===== src/rtl/rr_grant_controller_pkg.sv =====
// Shared types for the round-robin grant controller.
package rr_grant_pkg;

    // Arbiter state: nobody holds the resource, or one requester does.
    typedef enum logic {
        IDLE    = 1'b0,
        GRANTED = 1'b1
    } state_t;

endpackage


===== src/rtl/rr_grant_controller_encoder_onehot.sv =====
// One-hot to binary encoder. Each index bit is the OR of every one-hot
// position whose binary position number has that bit set; valid flags a
// non-zero input so the caller can mask the index when nothing is set.
module encoder_onehot #(
    parameter int NUM_BITS     = 4,
    parameter int LOG_NUM_BITS = (NUM_BITS > 1) ? $clog2(NUM_BITS) : 1
) (
    input  logic [NUM_BITS-1:0]     onehot,
    output logic [LOG_NUM_BITS-1:0] index,
    output logic                    valid
);

    generate
        for (genvar gi = 0; gi < LOG_NUM_BITS; gi++) begin : g_bit
            logic [NUM_BITS-1:0] sel;
            for (genvar gj = 0; gj < NUM_BITS; gj++) begin : g_pos
                localparam logic [31:0] POS = gj;
                assign sel[gj] = POS[gi] ? onehot[gj] : 1'b0;
            end
            assign index[gi] = |sel;
        end
    endgenerate

    assign valid = |onehot;

endmodule


===== src/rtl/rr_grant_controller.sv =====
// Round-robin grant controller: shares one resource among NUM_REQS
// requesters, holding each grant until release, abort or hold timeout,
// and hands over to the next winner without an idle bubble.
module rr_grant_controller
    import rr_grant_pkg::*;
#(
    parameter int NUM_REQS     = 4,
    parameter int LOG_NUM_REQS = $clog2(NUM_REQS),
    parameter int MAX_HOLD     = 8,
    parameter int LOG_MAX_HOLD = $clog2(MAX_HOLD + 1)
) (
    input  logic                    clk,
    input  logic                    rst_n,
    input  logic [NUM_REQS-1:0]     i__request,
    input  logic                    i__release,
    output logic [NUM_REQS-1:0]     o__grant,
    output logic                    o__grant_valid,
    output logic [LOG_NUM_REQS-1:0] o__grant_index,
    output logic                    o__timeout
);

    state_t                  state_reg;
    logic [NUM_REQS-1:0]     grant_reg;
    logic                    grant_valid_reg;
    logic                    timeout_reg;
    logic [LOG_NUM_REQS-1:0] ptr_reg;
    logic [LOG_MAX_HOLD-1:0] hold_reg;

    logic [LOG_NUM_REQS-1:0] enc_index;
    logic                    enc_valid;

    logic                    end_release;
    logic                    end_abort;
    logic                    end_hold;
    logic                    grant_end;
    logic [LOG_NUM_REQS-1:0] ptr_after;
    logic [NUM_REQS-1:0]     idle_winner;
    logic [NUM_REQS-1:0]     rearb_winner;

    // First set request at or after ptr, wrapping; returns a one-hot vector.
    function automatic logic [NUM_REQS-1:0] pick_winner(
        input logic [NUM_REQS-1:0]     req,
        input logic [LOG_NUM_REQS-1:0] ptr
    );
        logic [NUM_REQS-1:0]     win;
        logic [LOG_NUM_REQS-1:0] idx;
        logic                    found;
        win   = '0;
        found = 1'b0;
        for (int k = 0; k < NUM_REQS; k++) begin
            idx = LOG_NUM_REQS'((int'(ptr) + k) % NUM_REQS);
            if (!found && req[idx]) begin
                win[idx] = 1'b1;
                found    = 1'b1;
            end
        end
        return win;
    endfunction

    // The grantee's index doubles as the basis for the next pointer.
    encoder_onehot #(
        .NUM_BITS     (NUM_REQS),
        .LOG_NUM_BITS (LOG_NUM_REQS)
    ) u_encoder (
        .onehot (grant_reg),
        .index  (enc_index),
        .valid  (enc_valid)
    );

    // Grant-end causes and the two candidate winners (fresh and handover).
    always_comb begin
        end_release  = i__release;
        end_abort    = ~|(grant_reg & i__request);
        end_hold     = (hold_reg == LOG_MAX_HOLD'(MAX_HOLD - 1));
        grant_end    = end_release | end_abort | end_hold;
        ptr_after    = (enc_index == LOG_NUM_REQS'(NUM_REQS - 1)) ? '0 : enc_index + 1'b1;
        idle_winner  = pick_winner(i__request, ptr_reg);
        rearb_winner = pick_winner(i__request & ~grant_reg, ptr_after);
    end

    // Arbitration FSM with registered grant, valid and timeout outputs.
    always_ff @(posedge clk or negedge rst_n) begin
        if (!rst_n) begin
            state_reg       <= IDLE;
            grant_reg       <= '0;
            grant_valid_reg <= 1'b0;
            timeout_reg     <= 1'b0;
            ptr_reg         <= '0;
            hold_reg        <= '0;
        end else begin
            case (state_reg)
                IDLE: begin
                    timeout_reg <= 1'b0;
                    hold_reg    <= '0;
                    if (|i__request) begin
                        grant_reg       <= idle_winner;
                        grant_valid_reg <= 1'b1;
                        state_reg       <= GRANTED;
                    end else begin
                        grant_reg       <= '0;
                        grant_valid_reg <= 1'b0;
                    end
                end
                GRANTED: begin
                    if (grant_end) begin
                        ptr_reg     <= ptr_after;
                        hold_reg    <= '0;
                        timeout_reg <= end_hold & ~end_release & ~end_abort;
                        if (|rearb_winner) begin
                            grant_reg       <= rearb_winner;
                            grant_valid_reg <= 1'b1;
                        end else begin
                            grant_reg       <= '0;
                            grant_valid_reg <= 1'b0;
                            state_reg       <= IDLE;
                        end
                    end else begin
                        timeout_reg <= 1'b0;
                        if (hold_reg != LOG_MAX_HOLD'(MAX_HOLD)) begin
                            hold_reg <= hold_reg + 1'b1;
                        end
                    end
                end
                default: begin
                    state_reg       <= IDLE;
                    grant_reg       <= '0;
                    grant_valid_reg <= 1'b0;
                    timeout_reg     <= 1'b0;
                end
            endcase
        end
    end

    assign o__grant       = grant_reg;
    assign o__grant_valid = grant_valid_reg;
    assign o__grant_index = enc_valid ? enc_index : '0;
    assign o__timeout     = timeout_reg;

endmodule

===== config.mk =====
export PLATFORM = sky130hd
export DESIGN_NAME = rr_grant_controller
export DESIGN_NICKNAME = d
export VERILOG_FILES = /design/src/rtl/rr_grant_controller_pkg.sv /design/src/rtl/rr_grant_controller_encoder_onehot.sv /design/src/rtl/rr_grant_controller.sv
export SDC_FILE = /design/constraint.sdc
export NUM_CORES = 1
export LEC_CHECK = 0
export CAP_MARGIN = 10
export CORE_MARGIN = 8
export CORE_UTILIZATION = 50
export CTS_CLUSTER_DIAMETER = 30
export DETAILED_ROUTE_END_ITERATION = 7
export DONT_BUFFER_PORTS = 1
export PLACE_DENSITY_LB_ADDON = 0.1
export SLEW_MARGIN = 20
export SYNTH_ARGS = -nofsm -noshare
export SYNTH_HDL_FRONTEND = slang
export SYNTH_SLANG_ARGS = --single-unit

===== constraint.sdc =====
create_clock -name clk -period 8.6 [get_ports clk]
set_clock_uncertainty 0.05 [all_clocks]
set_input_delay 0 -clock clk [delete_from_list [all_inputs] [get_ports clk]]
set_output_delay 0 -clock clk [all_outputs]
set_load 0.1 [all_outputs]

* Yosys cells after proc, flatten, opt, wreduce, memory -nomap -nowiden
Index checks and enable logic that the tools add are counted.
Storage, ports and cells: register bits 13, output and inout port bits 8
Cells by class: reduce and logical (&&, ||, !) cells 28, order comparisons 16, mux-type cells 63, eq/ne operators 5, bitwise operators 15, add/subtract/negate cells 8
Operators with widths (number):
- 4-bit two-way mux | 13
- 1-bit two-way mux | 27
- 2-bit by 3-bit < comparator with 1-bit output (second input constant) | 8
- 4-bit OR | 6
- 1-bit binary-select mux with 2-bit select | 8
- 1-bit demux with 2-bit select | 8
- 2-bit by 1-bit greater-or-equal comparator with 1-bit output (second input constant) | 8
- 4-bit one-hot mux with 2 select lines | 2
- 4-bit OR reduction | 4
- 1-bit logical AND | 14
- 2-bit adder (second input constant) | 4
- 4-bit AND | 2
- 1-bit zero test | 7
- 2-bit by 1-bit adder with 2-bit output (second input constant) | 3
- 1-bit one-hot mux with 2 select lines | 3
- 4-bit by 1-bit adder with 4-bit output (second input constant) | 1
- 4-bit by 3-bit equality test with 1-bit output (second input constant) | 1
- 2-bit two-way mux | 2
- 4-bit != test (second input constant) | 1
- 4-bit NOT | 1
- 2-bit OR reduction | 2
- 3-bit by 1-bit != test with 1-bit output (second input constant) | 1
- 1-bit AND | 2
- 2-bit equality test (second input constant) | 1
- 4 further kinds | 6

* Depth between registers and ports, before layout
Gate-level depths: netlist of run 1.
depth in word-level cells 19, depth in mapped cells 9, depth with buffers taken out 8

* Cells and area by module
From an unflattened synthesis of run 1, not the netlist that was laid out.
Second synthesis, totals: cells, all modules 168, area, all modules 1447.6 um^2
Modules (own cells, without submodules):
- rr_grant_controller | area each 1427.6 um^2, instances 1, sequential area each 325.3 um^2, cells an instance 165
- encoder_onehot | area each 20.0 um^2, instances 1, sequential area each 0.0 um^2, cells an instance 3

* Worst setup path before layout of run 1
Ideal clock, no wire load.
path type flip-flop to flip-flop, start register grant_reg[2] (netlist: o__grant[2]), end register grant_valid_reg (netlist: o__grant_valid), arrival time 3169 ps, required time 8412 ps, setup time 138 ps, cell stages (with the launch flop) 10, buffers on the path 1, slack 5243 ps, path through dfrtp_1 -> clkbuf_1 -> nor2_1 -> inv_1 -> ha_1 -> mux4_2 -> mux2_4 -> a211oi_2 -> and4_1 -> a32oi_1
On the way: cells in the longest elaborated chain, start to end 19
RTL lines:
- start: declaration | RTL line rr_grant_controller.sv:23 | logic [NUM_REQS-1:0] grant_reg;
- start signal: assignment | RTL line rr_grant_controller.sv:96 | grant_reg <= idle_winner;
- start signal: assignment | RTL line rr_grant_controller.sv:110 | grant_reg <= rearb_winner;
- 2-bit OR reduction * | RTL line rr_grant_controller_encoder_onehot.sv:20 | assign index[gi] = |sel;
- 2-bit by 1-bit adder with 2-bit output or 2-bit equality test (tied branches) | RTL line rr_grant_controller.sv:76 | ptr_after = (enc_index == LOG_NUM_REQS'(NUM_REQS - 1)) ? '0 : enc_index + 1'b1;
- 2-bit two-way mux * | RTL line rr_grant_controller.sv:76
- named net ptr_after[1] | RTL line rr_grant_controller.sv:36 | logic [LOG_NUM_REQS-1:0] ptr_after;
- parallel branches: the longest is 11 deep, another holds 2-bit by 3-bit < comparator with 1-bit output
- 4-bit two-way mux * | RTL line rr_grant_controller.sv:52 | if (!found && req[idx]) begin
- 4-bit OR reduction * | RTL line rr_grant_controller.sv:109 | if (|rearb_winner) begin
- 1-bit two-way mux * | RTL line rr_grant_controller.sv:109
- 1-bit two-way mux * | RTL line rr_grant_controller.sv:105 | if (grant_end) begin
- 1-bit one-hot mux with 2 select lines * | RTL line rr_grant_controller.sv:91 | case (state_reg)
- end signal: assignment | RTL line rr_grant_controller.sv:97 | grant_valid_reg <= 1'b1;
- end signal: assignment | RTL line rr_grant_controller.sv:111 | grant_valid_reg <= 1'b1;
- end signal: assignment | RTL line rr_grant_controller.sv:114 | grant_valid_reg <= 1'b0;
- end: declaration | RTL line rr_grant_controller.sv:24 | logic grant_valid_reg;
Mark *: on every way through the listed nets, which the timed path passes. The select of a mux whose other input is x is not followed. A chain may end at the register's enable or synchronous reset.

* Worst setup path after layout of run 1
start register grant_reg[3] (netlist: o__grant[3]), end register grant_valid_reg (netlist: o__grant_valid)
On the way: cells in the longest elaborated chain, start to end 19
RTL lines (RTL line):
- 2-bit OR reduction | rr_grant_controller_encoder_onehot.sv:20
- 2-bit by 1-bit adder with 2-bit output or 2-bit equality test (tied branches) | rr_grant_controller.sv:76
- 2-bit two-way mux * | rr_grant_controller.sv:76
- named net ptr_after[1] | rr_grant_controller.sv:36
- parallel branches: the longest is 11 deep, another holds 2-bit by 3-bit < comparator with 1-bit output
- 4-bit two-way mux * | rr_grant_controller.sv:52
- 4-bit OR reduction * | rr_grant_controller.sv:109
- 1-bit two-way mux * | rr_grant_controller.sv:109
- 1-bit two-way mux * | rr_grant_controller.sv:105
- 1-bit one-hot mux with 2 select lines * | rr_grant_controller.sv:91
Marks and branches as above.

==> results of run 1 <==
cells by family (layout without fill, tap and decap cells):
logic type      count (synthesis)  count (layout)  share of synthesized area, %
compound gates                 57              57                         27.20
xor+xnor                        1               1                        0.5805
fa+ha+maj                      16              16                         13.27
buf+inv                        24              21                         6.633
flops                          13              13                         21.56
mux                             6               6                         6.882
simple gates                   63              63                         23.88
metrics by stage:
| step | util [%] | setup slack, ns |
|---|---|---|
| floorplan | - | 5.243 |
| global placement | 51.53 | 5.533 |
| detailed placement | 51.53 | 5.330 |
| CTS | 52.75 | 5.311 |
| global route | 52.75 | 5.213 |
| finish | 52.75 | 5.317 |
cell type report:
class | count | area (um^2) | area share, %
flip-flops and latches | 13 | 325.3 | 20.88
well taps | 33 | 41.29 | 2.651
multi-input cells | 143 | 1084 | 69.56
clock buffers | 4 | 26.28 | 1.687
inverters | 13 | 48.80 | 3.133
repair buffers | 4 | 32.53 | 2.088
synthesized netlist by cell type, types with 3 or more instances:
cell      count
clkbuf_1      8
o21a_1        3
o21ai_0       7
dfrtp_1      13
and3_1        4
ha_1         16
nor4_1        4
nand3_1       6
a222oi_1      4
a22o_1        3
nand2_1       7
inv_1        12
a21oi_1      10
nor3b_1       5
nor2_1       14
mux4_2        3
nor3_1        3
nor2b_1       6
a21boi_0      3
critical path: cells and delay by family (launching register included):
kind,cells,cell delay [ns]
AOI/OAI and AO/OA,2,0.33
adders and majority gates,1,0.40
buffers and inverters,2,0.44
DFF,1,0.37
muxes,2,0.94
and+or+nand+nor,2,0.59
worst min path at each step:
| stage | end | slack, ns | start |
|---|---|---|---|
| after floorplan | hold_reg[0] | -0.35 | rst_n |
| after global placement | hold_reg[1] | -0.35 | rst_n |
| after detailed placement | hold_reg[1] | -0.35 | rst_n |
| after CTS | o__timeout | 0.003 | i__release |
| after global routing | o__timeout | 0.02 | i__release |
| final | o__timeout | 0.01 | i__release |
timing repair:
action	CTS	global route
hold endpoints to repair	13	0
endpoints found under the setup margin	0	0
hold buffers	1	0
per-layer routing:
layer | up-vias | GRT usage (%) | part of all wire [%]
met3 | 6 | 3.107 | 5.9
li1 | 677 | - | -
met4 | 0 | 6.928 | 1.5
met2 | 49 | 27.81 | 50
met5 | - | 0 | 0
met1 | 695 | 18.18 | 43
==> flow_summary.toml, run 1 <==
[routing]
num_vias = 1427
drt.antenna.violating_nets = 0
via_per_inst = 6.795
wire_per_inst_um = 19.01
drc = 0
routed_wl_um = 3992
first_iter_violations = 114
firstDrtPassIters = 6

[floorplan]
rows = 20
dieArea_mm2 = 0.005032
die_w_um = 70.94
initial_core_util_pct = 51.10
core_mm2 = 0.002953
io_pins = 15
dieHeight_um = 70.94

[setup_path]
startpoint = "o__grant[3]"
critPathKind = "reg2reg"
startpoint_type = "flop"
r2r-end = "o__grant_valid"
critical_path_required_ns = 8.70
rr_worst_depth = 9
ff2ff_setup_slack_ns = 5.32
crit_arrival_ns = 3.38
setup.worst_path.end = "o__grant_valid"
worstPathCellList = "buf_4, nor2_1, inv_1, ha_1, mux4_2, mux2_4, a211oi_2, and4_1, a32oi_1"
worst_path_largest_cell_delay_ns = 0.61
r2r_start = "o__grant[3]"
end_kind = "flop"
critPathMaxFanout = 16
critPathSlowestCell = "mux4_2"

[finish]
fin_area_mm2 = 0.001558
antennaDiodeCount = 0
final_cell_mix = "16 x ha_1, 14 x nor2_1, 13 x dfrtp_1, 12 x inv_1, 10 x a21oi_1"
drive_above_1_share_pct = 8.475
nets = 201
fillers = 295
area_growth_pct = 3.234
final_common_cell = "ha_1"
final_cells = 210

[synthesis]
synth_area_leader_cell = "dfrtp_1"
synth_seq_area_share_pct = 21.56
syn_inst = 180
syn_area_mm2 = 0.001509
synth_top_area_share_pct = 21.56
synth_nets = 203
synth_edf_count = 0
yosys_warnings = 0
yosysUniqueCellTypes = 57
ys_ff_latch = 13
ys.flop_type = "dfrtp_1"
synthesis.area_per_instance_um2 = 8.383
ys_async_sr_fraction_pct = 100.0
synth.area.top_cells = "dfrtp_1 22%, ha_1 13%, mux4_2 4.5%"

[sta]
tightest_slew_ns = 1.095
fmax_ghz = 0.3046
period_share_pct = 38.17
drv_slew = 0
setup_violations = 0
finalHoldViolations = 0
fin_crit_ns = 3.283
rsz0062_at_grt = "no"
setup_tns_ns = 0
slew_headroom_pct = 26.97
whs_ns = 0.01365

[place]
port_buffers = 0
gp_congestion = 0.9565
hpwl_um = 3088
place_inst = 205
placed_area_mm2 = 0.001521

[cts]
clk_pin_slew_ns = 0.09
ctsRootBufferMaster = "clkbuf_4"
htreeDepth = 1
clockBufferDepth = 2
cts_tree = "done"
worst_skew_pair.late_latency_ns = 0.28
post_cts_buffers = 0
clock-sinks = 13
cts_buffers = 3
cts_resized = 0

[outcome]
status = "finished clean"

[grt]
grt_pass1_wl_um = 6561
first_global_vias = 1371
antenna_found_initial = 0
track_usage_pct = 15.88
grt_max_degree = 17
grt.overflow.total = 0

[hold_path]
holdPathStages = 3
hold_class = "in2reg"

[run]
cap_viol_max_count = 0
Power of run 1 is left out: the tool's default activity adds up to more than one toggle a clock period on the data nets, which glitch-free logic cannot reach.
==> inputs of run 2 (changes only) <==
==> constraint.sdc (replaced) <==
create_clock -name clk -period 3 [get_ports clk]
set_clock_uncertainty 0.05 [all_clocks]
set_input_delay 0 -clock clk [delete_from_list [all_inputs] [get_ports clk]]
set_output_delay 0 -clock clk [all_outputs]
set_load 0.1 [all_outputs]
==> run 2 against run 1 <==
  * Clock-buffer cell count is the same
  * Global-route usage is essentially flat
  * Via count shrank 0.56%
  * Highest routed layer unchanged
  * Hold slack gained 0.11 ns
  * Worst setup slack lost 5.1 ns
  * Critical path depth shrank 1
  * Cell count grew 3.3%
  * Sequential share of layout area shrank 0.50 points
  * Register-to-register slack lost 5.1 ns
==> flow_summary.toml, run 2 (synthesis gave the netlist of run 1 again) <==
[outcome]
status = "finished clean"

[routing]
wire_per_inst_um = 17.65
routed_wl_um = 3830
num_vias = 1419
drc = 0
firstDrtPassIters = 5
drt.antenna.violating_nets = 0
via_per_inst = 6.539
first_iter_violations = 70

[floorplan]
dieHeight_um = 70.94
initial_core_util_pct = 51.10
die_w_um = 70.94
core_mm2 = 0.002953
dieArea_mm2 = 0.005032
rows = 20
io_pins = 15

[setup_path]
worstPathCellList = "nor2_4, inv_1, ha_1, mux4_2, mux2_4, a211oi_2, and4_1, a32oi_1"
critical_path_required_ns = 3.08
critPathSlowestCell = "mux4_2"
end_kind = "flop"
startpoint_type = "flop"
crit_arrival_ns = 2.87
worst_path_largest_cell_delay_ns = 0.61
critPathMaxFanout = 7
critPathKind = "reg2reg"

[cts]
post_cts_buffers = 0
cts_resized = 0
clock-sinks = 13
ctsRootBufferMaster = "clkbuf_4"
clockBufferDepth = 2
worst_skew_pair.late_latency_ns = 0.27
cts_tree = "done"
htreeDepth = 1
clk_pin_slew_ns = 0.08
ctsHoldBuffers = 2
cts_buffers = 3

[sta]
rsz0062_at_grt = "no"
setup_tns_ns = 0
tightest_slew_ns = 0.8679
fmax_ghz = 0.3592
drv_slew = 0
fin_crit_ns = 2.784
whs_ns = 0.1278
period_share_pct = 92.80
finalHoldViolations = 0
setup_violations = 0
slew_headroom_pct = 42.18

[place]
gp_congestion = 0.9183
place_inst = 211
port_buffers = 0
hpwl_um = 2910

[finish]
regArea_um2 = 331.6
nets = 208
fillers = 307
multiInputGateArea_mm2 = 0.001091
antennaDiodeCount = 0
drive_above_1_share_pct = 13.59
final_cell_mix = "16 x ha_1, 13 x nor2_1, 12 x inv_1, 10 x a21oi_1, 10 x dfrtp_1"
area_growth_pct = 7.794
final_common_cell = "ha_1"
final_cells = 217

[grt]
first_global_vias = 1319
grt_pass1_wl_um = 6624
antenna_found_initial = 0
track_usage_pct = 15.91
grt.overflow.total = 0
grt_max_degree = 16

[run]
cap_viol_max_count = 0

[hold_path]
hold_class = "in2async"
==> run 2: worst paths after layout <==
path / from / end / slack [ns] / depth (start not counted)
worst max-delay path: o__grant[2] / o__grant_valid / 0.22 / 8
max in group asynchronous: rst_n / o__grant[2] / 2.33 / 1
min in group clk: i__request[2] / o__timeout / 0.16 / 3
worst min register to register: hold_reg[0] / hold_reg[0] / 0.54 / 1
worst max register to register: o__grant[2] / o__grant_valid / 0.22 / 8
worst min-delay path: rst_n / o__grant[0] / 0.13 / 1
==> run 2: area by class of cell <==
type                       count  area share (%)
clock buffer                   4           1.615
sequential                    13           20.38
multi-input combinational    143           67.08
timing repair buffer          11           5.385
inverter                      13           3.000
tap                           33           2.538
==> run 2: routing by layer <==
layer  part of all wire (%)  up-vias  routed length [um]  track usage (%)
met5                      0        -                   0                0
met4                   0.70        0                  27            4.850
met3                    6.8        2                 261            1.554
met2                     47       65                1788            25.95
met1                     46      666                1752            21.39
li1                       -      686                   -                -
==> run 2: worst max-delay path, delay by kind of cell, from the launching register on <==
kind                     cells  cell delay (ns)
AO/OA/AOI/OAI                2             0.30
multiplexers                 2             0.94
AND/OR/NAND/NOR              2             0.38
buffers and inverters        1             0.12
flip-flops                   1             0.50
adder cells (fa/ha/maj)      1             0.36
==> run 2: metrics by stage <==
step           util [%]  cell area [um^2]  setup WS [ns]
2_1_floorplan         -              1526        0.03078
3_5_place_dp      53.52              1580         0.2315
3_3_place_gp      53.52              1580         0.2881
6_report          55.08              1627         0.2161
4_1_cts           55.08              1627         0.2144
5_1_grt           55.08              1627        0.02355
Power of run 2 is left out for the same reason.
